===== src/rtl/otter_mem_pkg.sv =====
// Shared types and helpers for the OTTER MEM-stage load/store unit.
// Access sizes, FSM states, size decoding and the alignment rule.
package otter_mem_pkg;

   typedef enum logic [1:0] {
      SZ_BYTE = 2'b00,
      SZ_HALF = 2'b01,
      SZ_WORD = 2'b10
   } mem_size_t;

   typedef enum logic [1:0] {
      IDLE,
      BUSY,
      DONE
   } lsu_state_t;

   // The raw encoding 2'b11 behaves as a word access.
   function automatic mem_size_t decode_size(input logic [1:0] raw);
      mem_size_t sz;
      case (raw)
         2'b00:   sz = SZ_BYTE;
         2'b01:   sz = SZ_HALF;
         default: sz = SZ_WORD;
      endcase
      return sz;
   endfunction

   function automatic logic is_misaligned(input mem_size_t size, input logic [1:0] off);
      logic mis;
      case (size)
         SZ_HALF: mis = off[0];
         SZ_WORD: mis = (off != 2'b00);
         default: mis = 1'b0;
      endcase
      return mis;
   endfunction

endpackage


===== src/rtl/lsu_align.sv =====
// Combinational lane logic: store byte enables and replicated write data,
// plus load byte/half extraction with sign or zero extension.
module lsu_align
   import otter_mem_pkg::*;
(
   input  mem_size_t   st_size,
   input  logic [1:0]  st_off,
   input  logic [31:0] st_data,
   output logic [3:0]  st_be,
   output logic [31:0] st_wdata,
   input  mem_size_t   ld_size,
   input  logic [1:0]  ld_off,
   input  logic        ld_unsigned,
   input  logic [31:0] ld_rdata,
   output logic [31:0] ld_data
);

   logic [7:0]  byte_sel;
   logic [15:0] half_sel;

   // Sub-word offsets are masked to the access size so unaligned addresses fall back to aligned lanes.
   always_comb begin
      st_be    = 4'b1111;
      st_wdata = st_data;
      case (st_size)
         SZ_BYTE: begin
            st_be    = 4'b0001 << st_off;
            st_wdata = {4{st_data[7:0]}};
         end
         SZ_HALF: begin
            st_be    = 4'b0011 << {st_off[1], 1'b0};
            st_wdata = {2{st_data[15:0]}};
         end
         default: ;
      endcase
   end

   always_comb begin
      case (ld_off)
         2'b00:   byte_sel = ld_rdata[7:0];
         2'b01:   byte_sel = ld_rdata[15:8];
         2'b10:   byte_sel = ld_rdata[23:16];
         default: byte_sel = ld_rdata[31:24];
      endcase
      half_sel = ld_off[1] ? ld_rdata[31:16] : ld_rdata[15:0];
      ld_data  = ld_rdata;
      case (ld_size)
         SZ_BYTE: ld_data = ld_unsigned ? {24'b0, byte_sel} : {{24{byte_sel[7]}}, byte_sel};
         SZ_HALF: ld_data = ld_unsigned ? {16'b0, half_sel} : {{16{half_sel[15]}}, half_sel};
         default: ;
      endcase
   end

endmodule


===== src/rtl/mem_stage_lsu.sv =====
// OTTER MEM-stage load/store unit: one REQ/ACK bus transaction per load/store, stalling until done.
// Define LSU_MISALIGN_TRAP_EN to trap misaligned half/word accesses instead of forcing alignment.
module mem_stage_lsu
   import otter_mem_pkg::*;
#(
   parameter int ACK_TIMEOUT = 256
)(
   input  logic        CLK,
   input  logic        RST_N,
   input  logic        VALID_MEM,
   input  logic        MEM_READ_MEM,
   input  logic        MEM_WRITE_MEM,
   input  logic [1:0]  SIZE_MEM,
   input  logic        SIGN_MEM,
   input  logic [31:0] ALU_RESULT_MEM,
   input  logic [31:0] RS2_MEM,
   output logic        DBUS_REQ,
   output logic        DBUS_WE,
   output logic [31:0] DBUS_ADDR,
   output logic [3:0]  DBUS_BE,
   output logic [31:0] DBUS_WDATA,
   input  logic        DBUS_ACK,
   input  logic [31:0] DBUS_RDATA,
   output logic        STALL_MEM,
   output logic [31:0] LOAD_DATA_MEM,
   output logic        LOAD_VALID,
   output logic        BUS_ERR,
   output logic        MISALIGN_ERR
);

   localparam int CW = (ACK_TIMEOUT > 1) ? $clog2(ACK_TIMEOUT) : 1;

   lsu_state_t  state, state_d;
   mem_size_t   req_size, size_q;
   logic        access, misalign_now, timeout_hit, stall;
   logic [3:0]  st_be, be_q;
   logic [31:0] st_wdata, ld_data, addr_q, wdata_q, load_q;
   logic [1:0]  off_q;
   logic        we_q, is_load_q, sign_q, err_q, mis_q;
   logic [CW-1:0] cnt;

   assign access   = VALID_MEM & (MEM_READ_MEM | MEM_WRITE_MEM);
   assign req_size = decode_size(SIZE_MEM);

`ifdef LSU_MISALIGN_TRAP_EN
   assign misalign_now = is_misaligned(req_size, ALU_RESULT_MEM[1:0]);
`else
   assign misalign_now = 1'b0;
`endif

   assign timeout_hit = (ACK_TIMEOUT != 0) && (cnt == CW'(ACK_TIMEOUT - 1));

   lsu_align u_align (
      .st_size     (req_size),
      .st_off      (ALU_RESULT_MEM[1:0]),
      .st_data     (RS2_MEM),
      .st_be       (st_be),
      .st_wdata    (st_wdata),
      .ld_size     (size_q),
      .ld_off      (off_q),
      .ld_unsigned (sign_q),
      .ld_rdata    (DBUS_RDATA),
      .ld_data     (ld_data)
   );

   always_comb begin
      state_d = state;
      stall   = 1'b0;
      case (state)
         IDLE: if (access) begin
            stall   = 1'b1;
            state_d = misalign_now ? DONE : BUSY;
         end
         BUSY: begin
            stall = 1'b1;
            if (DBUS_ACK || timeout_hit) state_d = DONE;
         end
         DONE:    state_d = IDLE;
         default: state_d = IDLE;
      endcase
   end

   // A store wins when READ and WRITE are both set; the request is frozen at IDLE exit.
   always_ff @(posedge CLK or negedge RST_N) begin
      if (!RST_N) begin
         state     <= IDLE;
         addr_q    <= '0;
         be_q      <= '0;
         wdata_q   <= '0;
         we_q      <= 1'b0;
         is_load_q <= 1'b0;
         size_q    <= SZ_BYTE;
         off_q     <= '0;
         sign_q    <= 1'b0;
         err_q     <= 1'b0;
         mis_q     <= 1'b0;
         cnt       <= '0;
         load_q    <= '0;
      end else begin
         state <= state_d;
         if (state == IDLE && access) begin
            addr_q    <= {ALU_RESULT_MEM[31:2], 2'b00};
            be_q      <= st_be;
            wdata_q   <= st_wdata;
            we_q      <= MEM_WRITE_MEM;
            is_load_q <= ~MEM_WRITE_MEM;
            size_q    <= req_size;
            off_q     <= ALU_RESULT_MEM[1:0];
            sign_q    <= SIGN_MEM;
            mis_q     <= misalign_now;
            err_q     <= 1'b0;
            cnt       <= '0;
         end
         if (state == BUSY) begin
            if (DBUS_ACK) begin
               if (is_load_q) load_q <= ld_data;
            end else if (timeout_hit) begin
               err_q <= 1'b1;
            end else begin
               cnt <= cnt + 1'b1;
            end
         end
      end
   end

   // Reset gating keeps the combinational IDLE stall low while the unit is held in reset.
   assign STALL_MEM     = stall & RST_N;
   assign DBUS_REQ      = (state == BUSY);
   assign DBUS_WE       = we_q;
   assign DBUS_ADDR     = addr_q;
   assign DBUS_BE       = be_q;
   assign DBUS_WDATA    = wdata_q;
   assign LOAD_VALID    = (state == DONE) & is_load_q & ~err_q & ~mis_q;
   assign BUS_ERR       = (state == DONE) & err_q;
   assign MISALIGN_ERR  = (state == DONE) & mis_q;
   assign LOAD_DATA_MEM = ((state == DONE) && err_q) ? 32'h0 : load_q;

endmodule


===== config.mk =====
export PLATFORM = sky130hd
export DESIGN_NAME = mem_stage_lsu
export DESIGN_NICKNAME = d
export VERILOG_FILES = /design/src/rtl/otter_mem_pkg.sv /design/src/rtl/lsu_align.sv /design/src/rtl/mem_stage_lsu.sv
export SDC_FILE = /design/constraint.sdc
export NUM_CORES = 1
export LEC_CHECK = 0
export BUFFER_PORTS_ARGS = -buffer_cell sky130_fd_sc_hd__buf_2
export CORE_MARGIN = 5
export CORE_UTILIZATION = 51
export DETAILED_ROUTE_END_ITERATION = 8
export PLACE_DENSITY = 0.81
export SYNTH_ARGS = -nofsm -noshare
export SYNTH_HDL_FRONTEND = slang
export SYNTH_HIERARCHICAL = 1
export SYNTH_SLANG_ARGS = --single-unit

===== constraint.sdc =====
create_clock -name CLK -period 1.8 [get_ports CLK]
set_input_delay 0.18 -clock CLK [delete_from_list [all_inputs] [get_ports CLK]]
set_output_delay 0.18 -clock CLK [all_outputs]
set_load 0.01 [all_outputs]

==> Word level (Yosys, flattened, before mapping) <==
Index checks and enable logic that the tools add are counted.
{ "word_totals": {"regBits": 116, "output_inout_bits": 106, "wordCells": 65} }
{ "classes": {"add_sub_neg": 1, "n_eq_ne": 10, "n_shift": 2, "n_mux": 22, "bitwise": 8, "n_reduce_logical": 10} }
{ "op_table": {"columns": ["op", "n"], "rows": [
  ["one-hot mux 32 bit (2 select lines)", 2],
  ["2-to-1 mux 32 bit", 3],
  ["2-to-1 mux 8 bit", 4],
  ["one-hot mux 8 bit (3 select lines)", 1],
  ["2-to-1 mux 16 bit", 1],
  ["== test 2 x 1 -> 1 bit (second input constant)", 5],
  ["zero test 2 bit", 5],
  ["adder 8 x 1 -> 8 bit (second input constant)", 1],
  ["== test 8 bit (second input constant)", 1],
  ["one-hot mux 2 bit (2 select lines)", 2],
  ["one-hot mux 4 bit (2 select lines)", 1],
  ["AND 1 bit", 5],
  ["2-to-1 mux 1 bit", 5],
  ["== test 2 bit (second input constant)", 2],
  ["2-to-1 mux 2 bit", 2],
  ["left shift 1 x 2 -> 4 bit (first input constant)", 1],
  ["left shift 2 x 2 -> 4 bit (first input constant)", 1],
  ["AND reduction 3 bit", 1],
  ["logical AND 1 bit", 2],
  ["!= test 2 x 1 -> 1 bit (second input constant)", 1],
  ["!= test 2 bit (second input constant)", 1],
  ["NOT 1 bit", 2],
  ["one-hot mux 1 bit (2 select lines)", 1],
  ["AND reduction 2 bit", 1],
  ["2 further kinds", 2]
]} }

==> Depth between registers and ports, before layout <==
{ "depth": {"word_depth": 7, "mapped_depth": 6, "ltp_nobuf": 5} }

==> By module <==
Netlist, hierarchy kept.
{ "by_module_without_submodules": {"columns": ["mod", "n_inst", "cells_per_inst", "area_each_um2", "seq_area_each_um2"], "rows": [
  ["mem_stage_lsu", 1, 326, 4808.4, 2902.8],
  ["lsu_align", 1, 182, 1283.7, 0.0]
]} }

==> Worst setup path after synthesis <==
Ideal clock, no wire load.
{ "synth_path": {"path_type": "register to register", "startpoint": "register cnt[0]", "endpoint": "register cnt[3]", "arrival_ns": 1.546, "t_required_ns": 1.682, "setup_slack_ns": 0.136, "stages_incl_launch_ff": 6, "synth_period_minus_slack_ns": 1.664, "path_cell_list": "dfrtp_1 > ha_1 > nand4_1 > o21ai_4 > mux2_4 > a21o_1"} }
{ "synth_via": {"elab_chain_cells": 4, "word_cells_on_any_way": 5, "classes_between": "1 x add/sub; 1 x eq/ne; 3 x mux"} }
{ "synth_lines": {"columns": ["item", "line", "rtl"], "rows": [
  ["from (decl)", "mem_stage_lsu.sv:40", "logic [CW-1:0] cnt;"],
  ["from (signal assigned)", "mem_stage_lsu.sv:120", "cnt <= cnt + 1'b1;"],
  ["adder 8 x 1 -> 8 bit / == test 8 bit (equally long branches)", "mem_stage_lsu.sv:120, mem_stage_lsu.sv:51", null],
  ["2-to-1 mux 8 bit *", "mem_stage_lsu.sv:117", "end else if (timeout_hit) begin"],
  ["2-to-1 mux 8 bit *", "mem_stage_lsu.sv:115", "if (DBUS_ACK) begin"],
  ["2-to-1 mux 8 bit *", "mem_stage_lsu.sv:114", "if (state == BUSY) begin"]
]} }
Every way passes the cells marked *; elsewhere a longest branch is shown, timed or not.
A chain may end at the register's enable or synchronous reset.

==> Final worst setup path <==
{ "layout_path": {"startpoint": "register state[1]", "endpoint": "output port LOAD_DATA_MEM[18]"} }
{ "layout_via": {"elab_chain_cells": 3} }
{ "layout_lines": {"columns": ["item", "line", "rtl"], "rows": [
  ["from (decl)", "mem_stage_lsu.sv:33", "lsu_state_t state, state_d;"],
  ["from (signal assigned)", "mem_stage_lsu.sv:100", "state <= state_d;"],
  ["== test 2 bit", "mem_stage_lsu.sv:136", "assign LOAD_DATA_MEM = ((state == DONE) && err_q) ? 32'h0 : load_q;"],
  ["logical AND 1 bit", "mem_stage_lsu.sv:136", null],
  ["2-to-1 mux 32 bit", "mem_stage_lsu.sv:136", null],
  ["to (decl)", "mem_stage_lsu.sv:25", "output logic [31:0] LOAD_DATA_MEM,"]
]} }
No other way between the ends.

==> impl_metrics.csv <==
group,metric,value,unit
clocking,clk_pin_slew_worst_paths,0.06,ns
floorplan,initial_core_util,51.4,%
global_routing,grt_pass1_vias,5314,
clocking,cts_sinks,116,
synth,synth_top_area_share,47.6,%
place,dpl_cell_area,7240,sq um
clocking,cts_tree,"built",
setup_path,cp.depth,5,
setup_path,critical_path.startpoint,"state[1]$_DFFE_PN0P_",
setup_path,r2r_start,"off_q[0]$_DFFE_PN0P_",
flow_run,drv_cap,0,
setup_path,cp.required,1.62,ns
route,avgRoutedWirePerCell,18.3,microns
final_layout,fin_area,8090,sq um
sta,relSlewSlack,59.4,%
sta,hold_viol_final,0,
synth,ys_ff_latch,116,
min_path,hold_path_class,"in2reg",
setup_path,cp.buffers_inverters,3,
setup_path,cp_cell_sequence,"buf_4, nand3b_1, buf_12, and2_1, buf_2",
global_routing,antenna_found_initial,0,
synth,yosysTopAreaCell,"dfrtp_1",
synth,netlist_area,6090,sq um
place,port_buffers,207,
sta,setup_violations,0,
setup_path,crit_type,"reg2out",
synth,synth_edf_count,0,
sta,post-route-min-period,1.73,ns
global_routing,grt_pass1_wl,26500,microns
final_layout,mostFrequentLayoutCell,"buf_2",
floorplan,die_height,119,microns
route,drt_first_pass_iters,4,
floorplan,pin_count,211,
power_and_ir_drop,p_leak,3.87,nW
sta,hold_slack,0.0146,ns
power_and_ir_drop,power_density,1520,nW/um^2
final_layout,drive_gt1_share,52.8,%
global_routing,grtUsageTotal,23.2,%
place,hpwlAfterDp,11600,microns
synth,synthCells,508,
floorplan,dieArea,14200,sq um
final_layout,final_cells,893,
sta,drv_slew,0,
floorplan,die_x,119,microns
sta,clock_skew,0.00800,ns
synth,synth.area.top_cells,"dfrtp_1 48%, mux2_2 21%, mux2i_1 3.6%",
final_layout,finish.utilization,68.2,%
floorplan,coreArea,11900,sq um
global_routing,overflow,0,
synth,synth-main-ff-cell,"dfrtp_1",
sta,fin_setup_tns,0,ns
clocking,cts_max_level,4,
setup_path,cp-end-kind,"primary output",
sta,tightest_slew,0.609,ns
clocking,cts_buffers,17,
final_layout,final_cell_mix,"206 x buf_2, 116 x dfrtp_1, 115 x mux2_2, 41 x a21oi_1, 31 x and2_1",
final_layout,syn_to_final_growth,32.7,%
setup_path,slowest_stage,"dfrtp_1",
route,vias_per_cell,5.42,
route,drtIter0Drc,269,
final_layout,layout.nets,839,
sta,post-route-period-util,96.3,%
synth,ys_warn_count,6,
setup_path,r2r-end,"load_q[8]$_DFFE_PN0P_",
synth,seq_area_frac_synth,47.6,%
route,drc_errors,0,
synth,synth_cell_types,50,
clocking,ctsRootBufferMaster,"clkbuf_16",
synth,avgSynthCellArea,12.0,sq um
setup_path,startpoint_type,"flop",
power_and_ir_drop,vdd_drop_max,0.000946,V
setup_path,setup.worst_path.end,"LOAD_DATA_MEM[18]",
setup_path,reg2reg_depth,5,
setup_path,crit_family,"buffers and inverters",
synth,synthArstFlopShare,100,%
route,vias,4837,
sta,rsz0062_at_grt,"false",
place,gp_congestion,0.896,
setup_path,arrival,1.55,ns
final_layout,diodes,0,
setup_path,critPathMaxStageDelay,0.40,ns
place,dp_cells,840,
route,antenna_left,0,
sta,timing.fmax,577,MHz
clocking,ctsLongestPathBuffers,2,
floorplan,rows,40,
setup_path,crit_path_max_fanout,33,
route,postRouteWirelength,16300,microns
global_routing,grt_start_max_net_pins,117,
setup_path,ff2ff_setup_slack,0.10,ns
status,outcome,"finished, final reports clean",
clocking,clk_latency,0.40,ns
routing by layer:
| layer | vias to the layer above | part of all wire, % | track usage, % |
|---|---|---|---|
| met4 | 0 | 1.6 | 8.38 |
| li1 | 2244 | - | - |
| met3 | 20 | 8.9 | 8.02 |
| met2 | 211 | 50 | 39.5 |
| met5 | - | 0 | 0 |
| met1 | 2362 | 40 | 27.1 |
registers in the layout (all words and copies together), names as in the netlist:
name and cells:
state 2, off_q 2, sign_q 1, load_q 32, size_q 2, is_load_q 1, err_q 1, DBUS_WE 1
DBUS_ADDR 30, DBUS_BE 4, DBUS_WDATA 32, cnt 8
synth_stat cells, types with 2 or more instances:
master    number
dfrtp_1      116
mux2_2       115
a21oi_1       41
and2_1        32
nand2_1       23
mux2i_1       22
nor2b_1       20
buf_4         14
buf_6         14
o21ai_0       13
clkbuf_1      11
o221ai_1       9
inv_1          7
o22a_1         7
mux2_1         6
nand3_1        6
buf_2          5
nor2_1         5
a21o_1         3
mux2_4         3
or2_2          3
and2b_2        2
nand4_1        2
o21bai_1       2
or3_1          2
area by class of cell:
type                            count  area [sq um]
Fill cell                         851          3770
Sequential cell                   116          2900
Multi-Input combinational cell    342          2850
Timing Repair Buffer              249          1520
Clock buffer                       18           429
Tap cell                          147           184
Clock inverter                     14           178
Inverter                            7          26.3
power by group:
| part | leakage, nW | total (mW) | internal (mW) | switching, mW |
|---|---|---|---|---|
| logic | 2.18 | 4.71 | 2.42 | 2.29 |
| clock network | 0.284 | 3.42 | 2.19 | 1.23 |
| registers | 1.40 | 4.19 | 3.60 | 0.582 |
| total | 3.87 | 12.3 | 8.22 | 4.11 |
logic make-up (layout without fill, tap and decap cells):
logic type / count (synthesis) / after routing / synth area share, %
XOR/XNOR: 2 / 2 / 0.288
AO/OA/AOI/OAI: 87 / 87 / 9.45
flip-flops: 116 / 116 / 47.6
adder cells (fa/ha/maj): 1 / 1 / 0.205
buffers and inverters: 52 / 288 / 5.89
multiplexers: 146 / 146 / 26.7
AND/OR/NAND/NOR: 103 / 103 / 9.74
other: 1 / 3 / 0.0616
repair_timing:
item	in CTS	in global routing
endpoints found under the hold margin	134	1
buffers inserted	0	1
pin swaps	0	2
gates resized for setup	1	6
endpoints found under the setup margin	10	76
hold buffers	19	1
worst min path at each step:
stage                       startpoint                        end  depth (start not counted)
global route        ALU_RESULT_MEM[12]  DBUS_ADDR[12]$_DFFE_PN0P_                          2
global placement                 RST_N     load_q[27]$_DFFE_PN0P_                          2
floorplan                        RST_N  DBUS_ADDR[10]$_DFFE_PN0P_                          0
detailed placement               RST_N     load_q[28]$_DFFE_PN0P_                          2
finish               ALU_RESULT_MEM[2]   DBUS_ADDR[2]$_DFFE_PN0P_                          2
CTS                  ALU_RESULT_MEM[2]   DBUS_ADDR[2]$_DFFE_PN0P_                          2
per-stage QoR:
stage                     setup slack [ns]  power, mW
after floorplan                      0.136       7.06
after global placement               0.130       8.61
after detailed placement            0.0480       8.83
after CTS                           0.0102       12.3
after global routing               0.00143       13.0
final                               0.0665       12.3
Power figures use the tool's default switching activity.
